**config.mk**
```make
export PLATFORM = sky130hd
export DESIGN_NAME = id_ex_pipe
export DESIGN_NICKNAME = d
export VERILOG_FILES = /design/src/rtl/id_ex_pipe_pkg.sv /design/src/rtl/id_ex_pipe_load_use_detect.sv /design/src/rtl/id_ex_pipe.sv
export SDC_FILE = /design/constraint.sdc
export NUM_CORES = 1
export LEC_CHECK = 0
export CAP_MARGIN = 20
export CORE_AREA = 3 3 130 132
export DETAILED_ROUTE_END_ITERATION = 7
export DIE_AREA = 0 0 133 135
export PLACE_DENSITY = 0.83
export SYNTH_ARGS = -nofsm -noshare
export SYNTH_HDL_FRONTEND = slang
export SYNTH_SLANG_ARGS = --single-unit
```
**constraint.sdc**
```tcl
create_clock -name clk -period 6.2 [get_ports clk]
set_input_delay 0.93 -clock clk [delete_from_list [all_inputs] [get_ports clk]]
set_output_delay 0.93 -clock clk [all_outputs]
set_load 0.01 [all_outputs]
```
**src/rtl/id_ex_pipe_pkg.sv**
```systemverilog
// Shared decode definitions for the RV32I core.
//   type_opcode : base-opcode encodings (inst[6:0])
//   alu_op_t    : ALU operation select
//   ctrl_t      : Controller bundle carried down the pipe
//   CTRL_NOP    : all-zero bundle (alu_add, no writes, no branch)
//   uses_rs1/uses_rs2/may_write_rd/is_known_op : opcode classification helpers,
//   shared with the forwarding unit.
package id_ex_pipe_pkg;

  typedef enum logic [6:0] {
    op_r  = 7'b0110011,
    op_i  = 7'b0010011,
    op_l  = 7'b0000011,
    op_s  = 7'b0100011,
    op_b  = 7'b1100011,
    op_ui = 7'b0110111,
    op_a  = 7'b0010111,
    op_j  = 7'b1101111,
    op_ji = 7'b1100111
  } type_opcode;

  typedef enum logic [3:0] {
    alu_add  = 4'd0,
    alu_sub  = 4'd1,
    alu_sll  = 4'd2,
    alu_slt  = 4'd3,
    alu_sltu = 4'd4,
    alu_xor  = 4'd5,
    alu_srl  = 4'd6,
    alu_sra  = 4'd7,
    alu_or   = 4'd8,
    alu_and  = 4'd9,
    alu_lui  = 4'd10
  } alu_op_t;

  typedef struct packed {
    alu_op_t     alu_op;
    logic        reg_wr;
    logic        select_b;
    logic        rd_en;
    logic [1:0]  wb_sel;
    logic        write_enable;
    logic [1:0]  br_type;
    logic        sel_A;
  } ctrl_t;

  localparam ctrl_t CTRL_NOP = '0;

  function automatic logic is_known_op(input logic [6:0] op);
    case (op)
      op_r, op_i, op_l, op_s, op_b, op_ui, op_a, op_j, op_ji: return 1'b1;
      default:                                                return 1'b0;
    endcase
  endfunction

  function automatic logic uses_rs1(input logic [6:0] op);
    return !(op inside {op_ui, op_a, op_j});
  endfunction

  function automatic logic uses_rs2(input logic [6:0] op);
    return op inside {op_r, op_s, op_b};
  endfunction

  // Stores and branches have no destination register.
  function automatic logic may_write_rd(input logic [6:0] op);
    return !(op inside {op_s, op_b});
  endfunction

endpackage

```
**src/rtl/id_ex_pipe_load_use_detect.sv**
```systemverilog
// load_use_detect: combinational load-use hazard detector.
//   ex_valid_i/ex_rd_en_i/ex_rd_i : instruction currently in EX (rd_en = load)
//   id_valid_i/id_opcode_i/id_rs1_i/id_rs2_i : instruction currently in ID
//   flush_i   : ID instruction is being killed, so it must not stall
//   hz_stall_o: hold PC and IF/ID this cycle
module load_use_detect
  import id_ex_pipe_pkg::*;
#(
  parameter int unsigned REG_AW = 5
) (
  input  logic              ex_valid_i,
  input  logic              ex_rd_en_i,
  input  logic [REG_AW-1:0] ex_rd_i,
  input  logic              id_valid_i,
  input  logic              flush_i,
  input  logic [6:0]        id_opcode_i,
  input  logic [REG_AW-1:0] id_rs1_i,
  input  logic [REG_AW-1:0] id_rs2_i,
  output logic              hz_stall_o
);

  logic rs1_hit;
  logic rs2_hit;

  always_comb begin
    rs1_hit    = uses_rs1(id_opcode_i) & (id_rs1_i == ex_rd_i);
    rs2_hit    = uses_rs2(id_opcode_i) & (id_rs2_i == ex_rd_i);
    hz_stall_o = ex_valid_i & ex_rd_en_i & (ex_rd_i != '0) & id_valid_i & ~flush_i
               & (rs1_hit | rs2_hit);
  end

endmodule

```
**src/rtl/id_ex_pipe.sv**
```systemverilog
// id_ex_pipe: ID->EX pipeline register with load-use bubble insertion.
//   inst_i/pc_i/rdata*_i/imm_i/ctrl_i/id_valid_i : ID-stage values
//   stall_i : freeze all EX registers
//   flush_i : kill the ID instruction (bubble), overrides stall_i and hz_stall_o
//   ctrl_o, pc_o, rdata1_o, rdata2_o, imm_o, rd_o, rs1_o, rs2_o, ex_valid_o : EX-stage values
//   hz_stall_o : combinational load-use stall for PC and IF/ID
module id_ex_pipe
  import id_ex_pipe_pkg::*;
#(
  parameter int unsigned XLEN   = 32,
  parameter int unsigned REG_AW = 5
) (
  input  logic              clk,
  input  logic              rst,
  input  logic [31:0]       inst_i,
  input  logic [XLEN-1:0]   pc_i,
  input  logic [XLEN-1:0]   rdata1_i,
  input  logic [XLEN-1:0]   rdata2_i,
  input  logic [XLEN-1:0]   imm_i,
  input  ctrl_t             ctrl_i,
  input  logic              id_valid_i,
  input  logic              stall_i,
  input  logic              flush_i,
  output ctrl_t             ctrl_o,
  output logic [XLEN-1:0]   pc_o,
  output logic [XLEN-1:0]   rdata1_o,
  output logic [XLEN-1:0]   rdata2_o,
  output logic [XLEN-1:0]   imm_o,
  output logic [REG_AW-1:0] rd_o,
  output logic [REG_AW-1:0] rs1_o,
  output logic [REG_AW-1:0] rs2_o,
  output logic              ex_valid_o,
  output logic              hz_stall_o
);

  logic [6:0]        opcode;
  logic [REG_AW-1:0] id_rd, id_rs1, id_rs2;
  logic              hz_stall;
  logic              kill;
  ctrl_t             ctrl_cap;

  ctrl_t             ctrl_q, ctrl_d;
  logic [XLEN-1:0]   pc_q, pc_d, rdata1_q, rdata1_d, rdata2_q, rdata2_d, imm_q, imm_d;
  logic [REG_AW-1:0] rd_q, rd_d, rs1_q, rs1_d, rs2_q, rs2_d;
  logic              ex_valid_q, ex_valid_d;

  // funct3/funct7 are decoded upstream; not needed here.
  logic unused_inst;
  assign unused_inst = ^{inst_i[31:25], inst_i[14:12]};

  assign opcode = inst_i[6:0];
  assign id_rd  = inst_i[11:7];
  assign id_rs1 = inst_i[19:15];
  assign id_rs2 = inst_i[24:20];

  load_use_detect #(.REG_AW(REG_AW)) u_lud (
    .ex_valid_i  (ex_valid_q),
    .ex_rd_en_i  (ctrl_q.rd_en),
    .ex_rd_i     (rd_q),
    .id_valid_i  (id_valid_i),
    .flush_i     (flush_i),
    .id_opcode_i (opcode),
    .id_rs1_i    (id_rs1),
    .id_rs2_i    (id_rs2),
    .hz_stall_o  (hz_stall)
  );

  always_comb begin
    ctrl_cap        = ctrl_i;
    ctrl_cap.reg_wr = ctrl_i.reg_wr & may_write_rd(opcode) & (id_rd != '0);
    // LUI leaves sel_A undriven in the Controller; pin it low.
    if (opcode == op_ui) ctrl_cap.sel_A = 1'b0;

    // Flush overrides stall; a load-use bubble or an illegal opcode only
    // takes effect when the pipe is allowed to advance.
    kill = flush_i | (~stall_i & (hz_stall | (id_valid_i & ~is_known_op(opcode))));

    ctrl_d     = ctrl_q;
    pc_d       = pc_q;
    rdata1_d   = rdata1_q;
    rdata2_d   = rdata2_q;
    imm_d      = imm_q;
    rd_d       = rd_q;
    rs1_d      = rs1_q;
    rs2_d      = rs2_q;
    ex_valid_d = ex_valid_q;

    if (kill) begin
      ctrl_d     = CTRL_NOP;
      pc_d       = '0;
      rdata1_d   = '0;
      rdata2_d   = '0;
      imm_d      = '0;
      rd_d       = '0;
      rs1_d      = '0;
      rs2_d      = '0;
      ex_valid_d = 1'b0;
    end else if (!stall_i) begin
      ctrl_d     = ctrl_cap;
      pc_d       = pc_i;
      rdata1_d   = rdata1_i;
      rdata2_d   = rdata2_i;
      imm_d      = imm_i;
      rd_d       = id_rd;
      rs1_d      = id_rs1;
      rs2_d      = id_rs2;
      ex_valid_d = id_valid_i;
    end
  end

  always_ff @(posedge clk) begin
    if (rst) begin
      ctrl_q     <= CTRL_NOP;
      pc_q       <= '0;
      rdata1_q   <= '0;
      rdata2_q   <= '0;
      imm_q      <= '0;
      rd_q       <= '0;
      rs1_q      <= '0;
      rs2_q      <= '0;
      ex_valid_q <= 1'b0;
    end else begin
      ctrl_q     <= ctrl_d;
      pc_q       <= pc_d;
      rdata1_q   <= rdata1_d;
      rdata2_q   <= rdata2_d;
      imm_q      <= imm_d;
      rd_q       <= rd_d;
      rs1_q      <= rs1_d;
      rs2_q      <= rs2_d;
      ex_valid_q <= ex_valid_d;
    end
  end

  assign ctrl_o     = ctrl_q;
  assign pc_o       = pc_q;
  assign rdata1_o   = rdata1_q;
  assign rdata2_o   = rdata2_q;
  assign imm_o      = imm_q;
  assign rd_o       = rd_q;
  assign rs1_o      = rs1_q;
  assign rs2_o      = rs2_q;
  assign ex_valid_o = ex_valid_q;
  assign hz_stall_o = hz_stall;

endmodule
```
==> results of run 1 <==
==> cells in the mapped netlist (2+ instances only) <==
master / number / area share [%]
buf_2: 3 / 0.30
nand4_1: 2 / 0.25
or4_1: 4 / 0.59
inv_1: 2 / 0.15
nand2_1: 4 / 0.30
a22o_1: 157 / 27
buf_6: 15 / 3.3
dfxtp_1: 157 / 62
xor2_1: 3 / 0.52
clkbuf_1: 17 / 1.3
xnor2_1: 7 / 1.2
nor3_1: 2 / 0.20
==> flip-flops by register name (all words and copies together) (netlist names) <==
| signal | cells |
|---|---|
| ex_valid_o | 1 |
| rs2_o | 5 |
| pc_o | 32 |
| rdata2_o | 32 |
| rdata1_o | 32 |
| rd_o | 5 |
| rs1_o | 5 |
| ctrl_o | 13 |
| imm_o | 32 |
==> cell usage in the layout (no fill, tap or decap), drive strengths merged, types with 3 or more instances in the layout <==
cell type / n
inv: 5
a22o: 157
xor2: 3
nand2: 4
clkbuf: 20
clkinv: 4
dfxtp: 157
buf: 3
xnor2: 7
or4: 4
clkdlybuf4s50: 325
bufinv: 3
==> routing by layer <==
layer / vias to the layer above / part of all wire [%]
met4: 0 / 2.1
met3: 24 / 7.6
met5: - / 0
li1: 2127 / -
met1: 2130 / 41
met2: 212 / 50
==> critical path: cells and delay by family <==
| family | cells | cell delay (ns) |
|---|---|---|
| AO/OA/AOI/OAI | 1 | 0.09 |
| buffers and inverters | 2 | 1.10 |
| AND/OR/NAND/NOR | 3 | 0.87 |
==> kinds of logic after synthesis <==
group                  synth area share [%]
AND/OR/NAND/NOR                        2.60
XOR/XNOR                               1.73
AO/OA/AOI/OAI                          28.3
flip-flops                             62.2
buffers and inverters                  5.20
==> power by group <==
part / total [mW] / switching [mW] / internal (mW)
registers: 1.05 / 0.0130 / 1.03
clock network: 1.08 / 0.422 / 0.659
logic: 0.223 / 0.0724 / 0.151
total: 2.35 / 0.507 / 1.84
==> path summary, 6_finish.rpt <==
path / startpoint / end / slack, ns
hold / removal: pc_o[8] / pc_o[8] / 0.48
setup / recovery: id_valid_i / hz_stall_o / 2.26
hold reg to reg: pc_o[8] / pc_o[8] / 0.48
setup reg to reg: rd_o[0] / rdata2_o[17] / 3.42
==> area by class of cell <==
class | count | area, um2 | area share, %
repair buffers | 328 | 3290 | 36.6
flip-flops and latches | 157 | 3140 | 35.0
multi-input cells | 194 | 1660 | 18.4
clock buffers | 20 | 457 | 5.09
well taps | 216 | 270 | 3.01
clock inverters | 12 | 159 | 1.77
inverters | 2 | 7.51 | 0.0836
==> reports/qor.txt, run 1 <==
pin count of the biggest net entering global routing: 85
H-tree levels: 4
post-CTS sizing: 0
Root Driver: clkbuf_16
cell area after layout: 8980 um2
EDFF count, synth: 0
Synth Warn #: 0
routed vias: 4493
CP Class: input pin to primary output
MaxCap Viol Count: 0
total CTS buffers: 17
Die Y: 135 um
layout cells sized above 1: 5.19%
Die W: 133 um
post-place setup slack: 2.26 ns
Antenna Nets Post-Route: 0
CP Data Arrival Time: 3.01 ns
post-synth cell types: 28
Antenna Cells: 0
busiest grt layer: met2
Remaining DRCs: 0
Placed Cells incl. Taps: 897
grt ovf: 0
crit-path max FO: 3
Pwr Total: 2.35 mW
final setup fails: 0
area growth from synthesis to final layout: 77.7%
met3 GRT Util: 5.85%
slowest stage delay, CP: 0.55 ns
via count of the first global-routing pass: 4496
Layout Nets: 878
slew margin rel.: 36.2%
most frequent CP cell: clkdlybuf4s50_1
Critical Path RT: 5.27 ns
first-pass GRT wire length: 24500 um
initial core utilization: 31.9%
hold path cells: 1
leakage: 3.40 nW
clock slew at reported path FFs: 0.06 ns
initial antenna violation count: 0
dpl cell area: 8360 um2
Worst Tran Pin Value: 0.957 ns
Via-to-Cell Ratio: 4.84
met1 Use GR: 20.1%
CTS tree: built
syn avg cell area: 13.0 um2
Primary FF master, synth: dfxtp_1
post-synthesis register bit count: 157
setup bufs post-CTS: 0
Initial DRC Count: 206
HP Class: register to register
Port Buffers: 325
Synth Net Count: 567
worst clock skew: 0.00835 ns
Cell Area, Synth: 5050 um2
Placer Congestion: 0.767
Post-DP HPWL: 11900 um
ys async rst share: 0%
Finished Core Util: 56.7%
Hold Buf Count CTS: 0
TritonCTS Sinks: 157
critical path, cell by cell: clkdlybuf4s50_1 > and4b_1 > o21ai_1 > or4_1 > nand2_1 > clkdlybuf4s50_1
crit end category: primary output
pwr dens: 262 nW/um2
Peak Freq: 0.254 GHz
Tcrit/Tclk final: 63.5%
Die ar.: 18000 um2
count of final max-slew check failures: 0
grt met2 use: 29.1%
status: finished clean
CP Launch Type: input pin
Tot GR Track Use: 17.2%
Peak supply drop: 0.184 mV
post-route minimum period: 3.94 ns
drt pass-1 iters: 4
Layout Cells excl Fill: 929
row cnt: 46
core area: 15800 um2
routed len/inst: 17.3 um
RSZ-0062 raised after global routing: no
post-route setup slack: 2.26 ns
final setup TNS: 0 ns
hold slack: 0.476 ns
Post-Syn Instances: 389
Seq/Total Area, Yosys: 62.2%
routed wire length: 16100 um
maximum clock path buffer count: 2
worst skew pair latency: 0.41 ns
slowest CP cell: clkdlybuf4s50_1
final hold vios: 0
filler cell count: 1307
R2R depth: 6
io pins: 336
(Power assumes the default switching activity.)
==> run 2: changes to the inputs <==
==> constraint.sdc (replaced) <==
create_clock -name clk -period 4 [get_ports clk]
set_input_delay 0.6 -clock clk [delete_from_list [all_inputs] [get_ports clk]]
set_output_delay 0.6 -clock clk [all_outputs]
set_load 0.01 [all_outputs]
==> reports/qor.txt, run 2 (same netlist as run 1, synthesis figures left out) <==
Tot GR Track Use: 17.3% (+0.13 points)
most frequent CP cell: clkdlybuf4s50_1
Remaining DRCs: 0 (unchanged)
worst skew pair latency: 0.42 ns (about the same)
WP buf/inv: 2 (unchanged)
initial core utilization: 31.9% (unchanged)
Hold Buf Count CTS: 0 (unchanged)
CP Launch Type: input pin
RSZ-0062 raised after global routing: no
initial antenna violation count: 0 (unchanged)
Finished Core Util: 56.6% (-0.17 points)
CP Class: input pin to primary output
post-CTS sizing: 0 (unchanged)
commonest non-fill, non-tap cell in the layout: clkdlybuf4s50_1
slowest stage delay, CP: 0.55 ns (about the same)
Tcrit/Tclk final: 81.4%
cell area after layout: 8950 um2 (-0.29%)
filler cell count: 1330 (+1.8%)
post-place setup slack: 0.755 ns (-1.51 ns)
final hold vios: 0 (unchanged)
via count of the first global-routing pass: 4457 (-0.87%)
layout cells sized above 1: 5.06% (-0.13 points)
Worst Tran Pin Value: 0.907 ns (-0.0502 ns)
area growth from synthesis to final layout: 77.2%
Hold Startpoint: ctrl_o[7]
total CTS buffers: 17 (unchanged)
Die W: 133 um (unchanged)
Critical Path RT: 3.40 ns (-1.87 ns)
drt pass-1 iters: 4 (unchanged)
dpl cell area: 8380 um2 (+0.24%)
Post-DP HPWL: 12000 um (+0.94%)
CP top delay family: buffers and inverters
critical path, cell by cell: clkdlybuf4s50_1 > and4b_1 > o21ai_1 > or4_1 > nand2_1 > clkdlybuf4s50_1
final setup TNS: 0 ns (unchanged)
count of final max-slew check failures: 0 (unchanged)
Die ar.: 18000 um2 (unchanged)
grt ovf: 0 (unchanged)
pwr dens: 395 nW/um2 (+51%)
Pwr Total: 3.53 mW (+50%)
TritonCTS Sinks: 157 (unchanged)
routed wire length: 16300 um (+1.4%)
Peak supply drop: 0.279 mV (+52%)
final setup fails: 0 (unchanged)
multi-input combinational cell area: 1660 um2 (unchanged)
slowest CP cell: or4_1
post-route setup slack: 0.745 ns (-1.52 ns)
row cnt: 46 (unchanged)
first-pass GRT wire length: 24600 um (+0.40%)
post-route minimum period: 3.26 ns
clock slew at reported path FFs: 0.06 ns (about the same)
routed vias: 4418 (-1.7%)
maximum clock path buffer count: 2 (unchanged)
core area: 15800 um2 (unchanged)
status: finished clean
Die Y: 135 um (unchanged)
crit end category: primary output
setup bufs post-CTS: 0 (unchanged)
Placer Congestion: 0.780 (+1.7%)
Antenna Nets Post-Route: 0 (unchanged)
Antenna Cells: 0 (unchanged)
worst setup path startpoint: id_valid_i
worst clock skew: 0.0108 ns (+0.00242 ns)
crit-path max FO: 3 (unchanged)
HP Class: register to register
Peak Freq: 0.307 GHz
Sequential Area: 3140 um2 (unchanged)
Port Buffers: 325 (unchanged)
Via-to-Cell Ratio: 4.76 (-1.6%)
Layout Nets: 879 (+0.11%)
pin count of the biggest net entering global routing: 87 (+2.4%)
CP Data Arrival Time: 2.66 ns (-0.35 ns)
leakage: 3.38 nW (-0.58%)
io pins: 336 (unchanged)
routed len/inst: 17.6 um (+1.5%)
H-tree levels: 4 (unchanged)
RR Startpoint: ctrl_o[6]
Root Driver: clkbuf_16
slew margin rel.: 39.5% (+3.3 points)
CTS tree: built
Initial DRC Count: 153 (-26%)
MaxCap Viol Count: 0 (unchanged)
most frequent cells in the layout: clkdlybuf4s50_1 (325), a22o_1 (157), dfxtp_1 (157)
## run 2: cell types whose count changed in the layout (fill, tap and decap cells not counted)
cell,delta
bufinv_16,-1
buf_12,+1
clkinvlp_4,+1
clkinv_4,+1
clkinv_2,-1
clkbuf_8,-2
## run 2: power by group
part	leakage, nW	internal (mW)	total, mW	switching (mW)
clock	0.269	0.919	1.57	0.648
sequential	1.27	1.60	1.62	0.0204
combinational	1.84	0.235	0.347	0.112
## run 2: metal layers
metal / global-route usage [%] / routed length, um / vias to the layer above
met2: 29.8 / 8240 / 199
met4: 5.54 / 240 / 0
met3: 5.81 / 1260 / 16
li1: - / - / 2131
met1: 20.5 / 6600 / 2072
met5: 0 / 0 / -
## run 2: final timing paths
kind,endpoint,cells past startpoint,slack (ns)
setup / recovery,hz_stall_o,6,0.74
hold / removal,ctrl_o[7],1,0.48
setup reg to reg,ctrl_o[5],6,1.86
hold reg to reg,ctrl_o[7],1,0.48
## run 2: layout make-up
type | count | area share [%]
clock buffer | 18 | 4.79
clock inverter | 12 | 1.57
inverter | 2 | 0.0838
multi-input combinational | 194 | 18.5
sequential | 157 | 35.1
tap | 216 | 3.02
timing repair buffer | 329 | 36.9
## run 2: per-stage QoR
step           hold WS (ns)  std cells
5_1_grt               0.496        928
4_1_cts               0.482        928
2_1_floorplan         0.466        389
3_5_place_dp          0.463        898
3_3_place_gp          0.460        898
6_report              0.478        928
## run 2: worst register-to-register path, stage by stage (launching register included)
cell and delay, ns:
dfxtp_1 0.40, and4b_1 0.25, o21ai_1 0.08, or4_1 0.55, and3b_4 0.23, buf_12 0.19, a22o_1 0.33
==> run 3: changes to the inputs <==
==> constraint.sdc (replaced) <==
create_clock -name clk -period 3 [get_ports clk]
set_input_delay 0.45 -clock clk [delete_from_list [all_inputs] [get_ports clk]]
set_output_delay 0.45 -clock clk [all_outputs]
set_load 0.01 [all_outputs]
==> reports/qor.txt, run 3 (same netlist as run 1, synthesis figures left out) <==
Layout Nets: 887 (+0.91%)
total CTS buffers: 17 (unchanged)
Worst Tran Pin Value: 0.445 ns (-0.462 ns)
initial core utilization: 31.9% (unchanged)
area growth from synthesis to final layout: 79.5%
crit end category: primary output
clock slew at reported path FFs: 0.06 ns (about the same)
leakage: 3.46 nW (+2.4%)
Via-to-Cell Ratio: 4.80 (+0.79%)
routed len/inst: 17.5 um (-0.39%)
HP Class: register to register
Switching Share: 21.7% (-0.42 points)
worst setup path startpoint: id_valid_i
Remaining DRCs: 0 (unchanged)
Die Y: 135 um (unchanged)
count of final max-slew check failures: 0 (unchanged)
first-pass GRT wire length: 25200 um (+2.3%)
status: finished clean
crit-path max FO: 2 (-1)
H-tree levels: 4 (unchanged)
Die W: 133 um (unchanged)
row cnt: 46 (unchanged)
r2r endpoint: imm_o[7]
Logic pwr share: 9.8% (about the same)
grt ovf: 0 (unchanged)
commonest non-fill, non-tap cell in the layout: clkdlybuf4s50_1
CP Data Arrival Time: 2.09 ns (-0.57 ns)
most frequent cells in the layout: clkdlybuf4s50_1 (324), a22o_1 (157), dfxtp_1 (157)
hold slack: 0.475 ns (-0.00304 ns)
via count of the first global-routing pass: 4562 (+2.4%)
Switch Pwr: 1.04 mW (+34%)
Port Buffers: 325 (unchanged)
Clock power frac: 45.3% (+1.0 points)
Initial DRC Count: 192 (+25%)
TritonCTS Sinks: 157 (unchanged)
Flop pwr share: 44.9% (-0.9 points)
io pins: 336 (unchanged)
CTS tree: built
Pwr Total: 4.81 mW (+36%)
layout cells sized above 1: 6.23% (+1.2 points)
post-route minimum period: 2.54 ns
slew margin rel.: 70.4% (+31 points)
final setup fails: 0 (unchanged)
Tcrit/Tclk final: 84.8%
routed vias: 4501 (+1.9%)
RSZ-0062 raised after global routing: no
CP Class: input pin to primary output
worst skew pair latency: 0.41 ns (about the same)
Placer Congestion: 0.764 (-2.2%)
RR Startpoint: ctrl_o[6]
worst clock skew: 0.0144 ns (+0.00368 ns)
Placed Cells incl. Taps: 906 (+0.89%)
Peak Freq: 0.393 GHz
routed wire length: 16400 um (+0.69%)
final hold vios: 0 (unchanged)
drt pass-1 iters: 4 (unchanged)
Critical Path RT: 2.55 ns (-0.85 ns)
Post-DP HPWL: 12400 um (+3.7%)
core area: 15800 um2 (unchanged)
Peak supply drop: 0.372 mV (+33%)
initial antenna violation count: 0 (unchanged)
Die ar.: 18000 um2 (unchanged)
MaxCap Viol Count: 0 (unchanged)
Tot GR Track Use: 17.7% (+0.32 points)
R2R setup slack: 0.76 ns (-1.10 ns)
pin count of the biggest net entering global routing: 95 (+9.2%)
pwr dens: 530 nW/um2 (+34%)
R2R depth: 6 (unchanged)
Layout Cells excl Fill: 938 (+1.1%)
maximum clock path buffer count: 2 (unchanged)
CP Launch Type: input pin
Pint: 3.77 mW (+37%)
Root Driver: clkbuf_16
final setup TNS: 0 ns (unchanged)
Antenna Nets Post-Route: 0 (unchanged)
Worst setup endpoint: hz_stall_o
Antenna Cells: 0 (unchanged)
setup bufs post-CTS: 0 (unchanged)
run 3: cell types whose count changed in the layout (fill, tap and decap cells not counted), sizes merged:
cell	change
clkbuf	+1
clkdlybuf4s50	-1
buf	+8
dlymetal6s2s	+1
bufinv	+1
inv	-1
clkinv	+1
run 3: through the flow:
step | util [%] | worst slack [ns] | instance area (um2)
after global routing | 57.3 | 0.384 | 9070
after detailed placement | 53.5 | 0.0795 | 8470
final | 57.3 | 0.457 | 9070
after floorplan | - | 0.887 | 5050
after global placement | 53.5 | 0.0762 | 8470
after CTS | 57.3 | 0.0620 | 9070
run 3: how the worst min path moves through the flow:
stage	from	to	slack (ns)	cells past startpoint
2_1_floorplan	ctrl_o[6]	ctrl_o[6]	0.47	1
3_3_place_gp	rdata2_o[10]	rdata2_o[10]	0.46	1
3_5_place_dp	imm_o[13]	imm_o[13]	0.46	1
4_1_cts	rdata1_o[24]	rdata1_o[24]	0.48	1
5_1_grt	rdata1_o[26]	rdata1_o[26]	0.49	1
6_report	rdata1_o[15]	rdata1_o[15]	0.47	1
run 3: cell type report:
class	instances	area, um2
tap	216	270
fill	1309	6760
inverter	2	7.51
timing repair buffer	337	3400
clock inverter	13	166
multi-input combinational	194	1660
clock buffer	19	433
sequential	157	3140
run 3: critical path, cell delays in order:
cell and delay (ns):
clkdlybuf4s50_1 0.48, and4b_1 0.26, o21ai_1 0.10, or4_1 0.55
nand2_1 0.09, dlymetal6s2s_1 0.16
run 3: layer usage:
layer  vias up  share of wire, %  GRT usage (%)
li1       2151                 -              -
met1      2120                40           20.6
met2       208                50           30.1
met3        22               8.1           6.11
met4         0               1.9           6.64
met5         -                 0              0
run 3: timing repair:
item,CTS,global route
hold buffers,0,0
gates resized for setup,0,1
endpoints found under the setup margin,0,1
run 3: power by group through the flow:
stage | Clock (mW) | Combinational (mW) | Sequential [mW]
after global placement | 0 | 0.469 | 2.20
final | 2.18 | 0.472 | 2.16
after global routing | 2.33 | 0.502 | 2.17
after detailed placement | 0 | 0.475 | 2.21
after CTS | 2.23 | 0.476 | 2.16
after floorplan | 0 | 0.103 | 2.23
==> edit 1: new RTL, settings of run 3 <==
Take the reset off `pc_q` and load it in a clocked block of its own.
--- a/src/rtl/id_ex_pipe.sv
+++ b/src/rtl/id_ex_pipe.sv
@@ -111,7 +111,6 @@
   always_ff @(posedge clk) begin
     if (rst) begin
       ctrl_q     <= CTRL_NOP;
-      pc_q       <= '0;
       rdata1_q   <= '0;
       rdata2_q   <= '0;
       imm_q      <= '0;
@@ -121,7 +120,6 @@
       ex_valid_q <= 1'b0;
     end else begin
       ctrl_q     <= ctrl_d;
-      pc_q       <= pc_d;
       rdata1_q   <= rdata1_d;
       rdata2_q   <= rdata2_d;
       imm_q      <= imm_d;
@@ -130,6 +128,10 @@
       rs2_q      <= rs2_d;
       ex_valid_q <= ex_valid_d;
     end
+  end
+
+  always_ff @(posedge clk) begin
+    pc_q <= pc_d;
   end
 
   assign ctrl_o     = ctrl_q;
Behaviour: not the same (Yosys sat finds a counterexample within 4 cycles, from zero or initial values; the reset may be asserted at any time).
==> edit 1 against run 3 <==
Area after synthesis is 26% higher; sequential cell count stayed put; worst setup slack worse by 0.30 ns; wire length is 28% higher; utilization is 7.6 points higher; power is 5.8% higher; design area is 13% higher; critical endpoint unchanged; highest routed layer unchanged.
==> edit 1: results (changes against run 3) <==
metric;value;unit;change
Area contributors post-synth;dfxtp_1, mux2i_1, nor4_1, buf_6, clkbuf_1;;
vias in the first global route;5892;;+29%
largest net degree at the start of global routing;89;;-6.3%
Pint;3910;uW;+3.6%
mux cell area share after synthesis;0.242;;+0.242
Slew @ Worst Pin;0.726;ns;+0.281 ns
met3 Resource Use GR;0.0794;;+0.0183
status;complete, no violations;;
Mapped Avg Cell Area;10.9;um^2;-16%
share of cells above drive strength 1;0.0500;;-0.0123
CP delay by family, top;buffers and inverters;;
synth cell count leaders;dfxtp_1, nor4_1, mux2i_1;;
CP peak stage delay;0.60;ns;+0.05 ns
Cell Area, Placed;9700;um^2;+15%
Routed WL;21100;um;+28%
Vias;5838;;+30%
pwr/cell area;495;nW/um^2;-6.6%
total track usage;0.228;;+0.0513
met3 WL;1590;um;+19%
LEAKAGE;0.00392;uW;+13%
first-pass GRT wire length;32500;um;+29%
sequential share of power;0.431;;-0.018
hold_ws;0.530;ns;+0.0552 ns
hpwl dp;14300;um;+15%
Mapped Nets;764;;+35%
clock network power share;0.421;;-0.032
metal2 WL;10400;um;+27%
Compound-Gate Fraction of Synth Area;0.0138;;-0.269
Clock Skews;0.00914;ns;-0.00530 ns
critical path arrival;2.39;ns;+0.30 ns
register area share after synthesis;0.494;;-0.128
edit 1: cell types whose count changed after synthesis, moves of 2 or more:
cell,before,now
or4_1,4,1
a22o_1,157,0
nor2_1,0,4
mux2i_1,0,154
o21ai_0,1,3
nor4_1,0,157
nor4b_1,0,2
buf_1,0,4
buf_2,3,10
a21oi_1,1,5
clkbuf_1,17,40
buf_4,1,3
o2111ai_1,0,2
nand2_1,4,6
edit 1: final timing paths:
path | start | end | cells past startpoint
setup / recovery | rd_o[0] | hz_stall_o | 6
hold / removal | rdata2_o[25] | rdata2_o[25] | 2
setup reg to reg | rd_o[0] | ctrl_o[11] | 8
hold reg to reg | rdata2_o[25] | rdata2_o[25] | 2
edit 1: area by class of cell:
class	instances	area [um^2]
Multi-Input combinational cell	356	2850
Inverter	2	7.51
Timing Repair Buffer	338	3440
Clock buffer	19	443
Clock inverter	8	121
Sequential cell	157	3140
Tap cell	216	270
Fill cell	1245	5550
==> edit 2: new RTL, flow settings as in run 3 <==
Made on the original files. Set the parameter `XLEN` to 28 (it was 32).
--- a/src/rtl/id_ex_pipe.sv
+++ b/src/rtl/id_ex_pipe.sv
@@ -7,7 +7,7 @@
 module id_ex_pipe
   import id_ex_pipe_pkg::*;
 #(
-  parameter int unsigned XLEN   = 32,
+  parameter int unsigned XLEN   = 28,
   parameter int unsigned REG_AW = 5
 ) (
   input  logic              clk,
Ports: changed (8 resized); port bits go from 336 to 304. The function was not compared with the original's and may differ.
==> edit 2 against run 3 <==
Via count is 9.4% lower; count of clock-buffer cells in the layout stayed put; synthesized cell count shrank 9.0%; design area fell by 8.9%; worst setup slack got worse by 0.33 ns; sequential cell count down 16; area after synthesis shrank 9.6%; utilization down 5.1 points; power fell by 5.9%; wire length decreased by 10%; critical path type unchanged; largest cell class unchanged.
==> edit 2: results (changes against run 3) <==
metric;value;unit;change
CP delay by family, top;buffers and inverters;;
total track usage;0.159;;-0.0173
Placer Congestion;0.723;;-5.3%
vias in the first global route;4224;;-7.4%
worst vdd ir;0.360;mV;-3.1%
Crit Path Max Fanout;2;;unchanged
critical path arrival;2.42;ns;+0.33 ns
first-pass GRT wire length;22800;um;-9.6%
met3 WL;1320;um;-0.98%
CP peak stage delay;0.56;ns;
sw frac;0.218;;+0.00141
wire length per cell;16.9;um;-3.4%
number of synthesis warnings;0;;unchanged
Post-CTS Setup Inserts;0;;unchanged
met1 WL;6210;um;-6.2%
metal2 WL;6850;um;-16%
antenna cell count;0;;unchanged
Root Buffer;clkbuf_16;;
met2 GRT Util;0.253;;-0.0474
Avg Vias per Cell;4.69;;-2.3%
Mapped Nets;516;;-9.0%
Filler cells;1361;;+4.0%
Slew @ Worst Pin;0.475;ns;+0.0306 ns
TritonCTS buffer count;17;;unchanged
initial antenna violation count;0;;unchanged
register area share after synthesis;0.618;;-0.00401
Cell Area, Placed;7660;um^2;-9.6%
largest net degree at the start of global routing;96;;+1.1%
Iter 0 DRT Violations;176;;-8.3%
Area contributors post-synth;dfxtp_1, a22o_1, buf_6, xor2_1, clkbuf_1;;
share of cells above drive strength 1;0.0673;;+0.00495
final net count;803;;-9.5%
Hold/Removal Path Class;flip-flop to flip-flop;;
critical path's slowest cell;clkdlybuf4s50_1;;
CTS H-tree depth;4;;unchanged
synth cell count leaders;dfxtp_1, a22o_1, clkbuf_1;;
status;complete, no violations;;
Clock Skews;0.00725;ns;-0.00720 ns
highest metal used;met4;;
Post-synth ARST share;0;;unchanged
Yosys cell types;29;;+3.6%
met3 Resource Use GR;0.0700;;+0.00894
Max Slew Vio Count;0;;unchanged
routing usage on met1;0.191;;-0.0152
clk_lat worst skew;0.40;ns;
IO buf count;293;;-9.8%
LEAKAGE;0.00313;uW;-9.6%
hpwl dp;10700;um;-14%
multi-input logic area;1540;um^2;-7.0%
[edit 2: path summary, 6_finish.rpt]
check / start / to / slack, ns / cells after the start
setup / recovery: inst_i[23] / hz_stall_o / 0.13 / 7
hold / removal: ctrl_o[0] / ctrl_o[0] / 0.46 / 2
setup reg to reg: rd_o[2] / imm_o[20] / 0.88 / 7
hold reg to reg: ctrl_o[0] / ctrl_o[0] / 0.46 / 2
[edit 2: kinds of logic (layout without fill, tap and decap cells)]
kind of cell	Yosys count	in the layout	synth area share
compound gates	149	149	0.284
xor+xnor	10	10	0.0192
buf+inv	34	334	0.0482
flops	141	141	0.618
simple gates	20	20	0.0301
[edit 2: what timing repair did]
item / 4_1_cts / 5_1_grt
resized for setup: 1 / 0
setup endpoints to repair: 1 / 0
hold endpoints to repair: 0 / 0
[edit 2: final cells by class]
class | instances | area share
well taps | 216 | 0.0327
clock buffers | 19 | 0.0536
flip-flops and latches | 141 | 0.341
repair buffers | 300 | 0.366
inverters | 2 | 0.000908
clock inverters | 13 | 0.0197
multi-input cells | 179 | 0.186
[edit 2: power groups by stage]
| stage | clock (uW) | sequential (uW) | combinational, uW |
|---|---|---|---|
| 2_1_floorplan | 0 | 2000 | 92.4 |
| 3_3_place_gp | 0 | 1980 | 422 |
| 3_5_place_dp | 0 | 1980 | 428 |
| 4_1_cts | 2210 | 1940 | 431 |
| 5_1_grt | 2300 | 1940 | 455 |
| 6_report | 2160 | 1940 | 427 |
[edit 2: through the flow]
stage,setup slack [ns],instances,setup TNS (ns)
CTS,0.119,870,0
floorplan,1.05,354,0
detailed placement,-0.00168,838,-0.00168
global placement,0.0372,838,0
finish,0.126,870,0
global route,0.0351,870,0
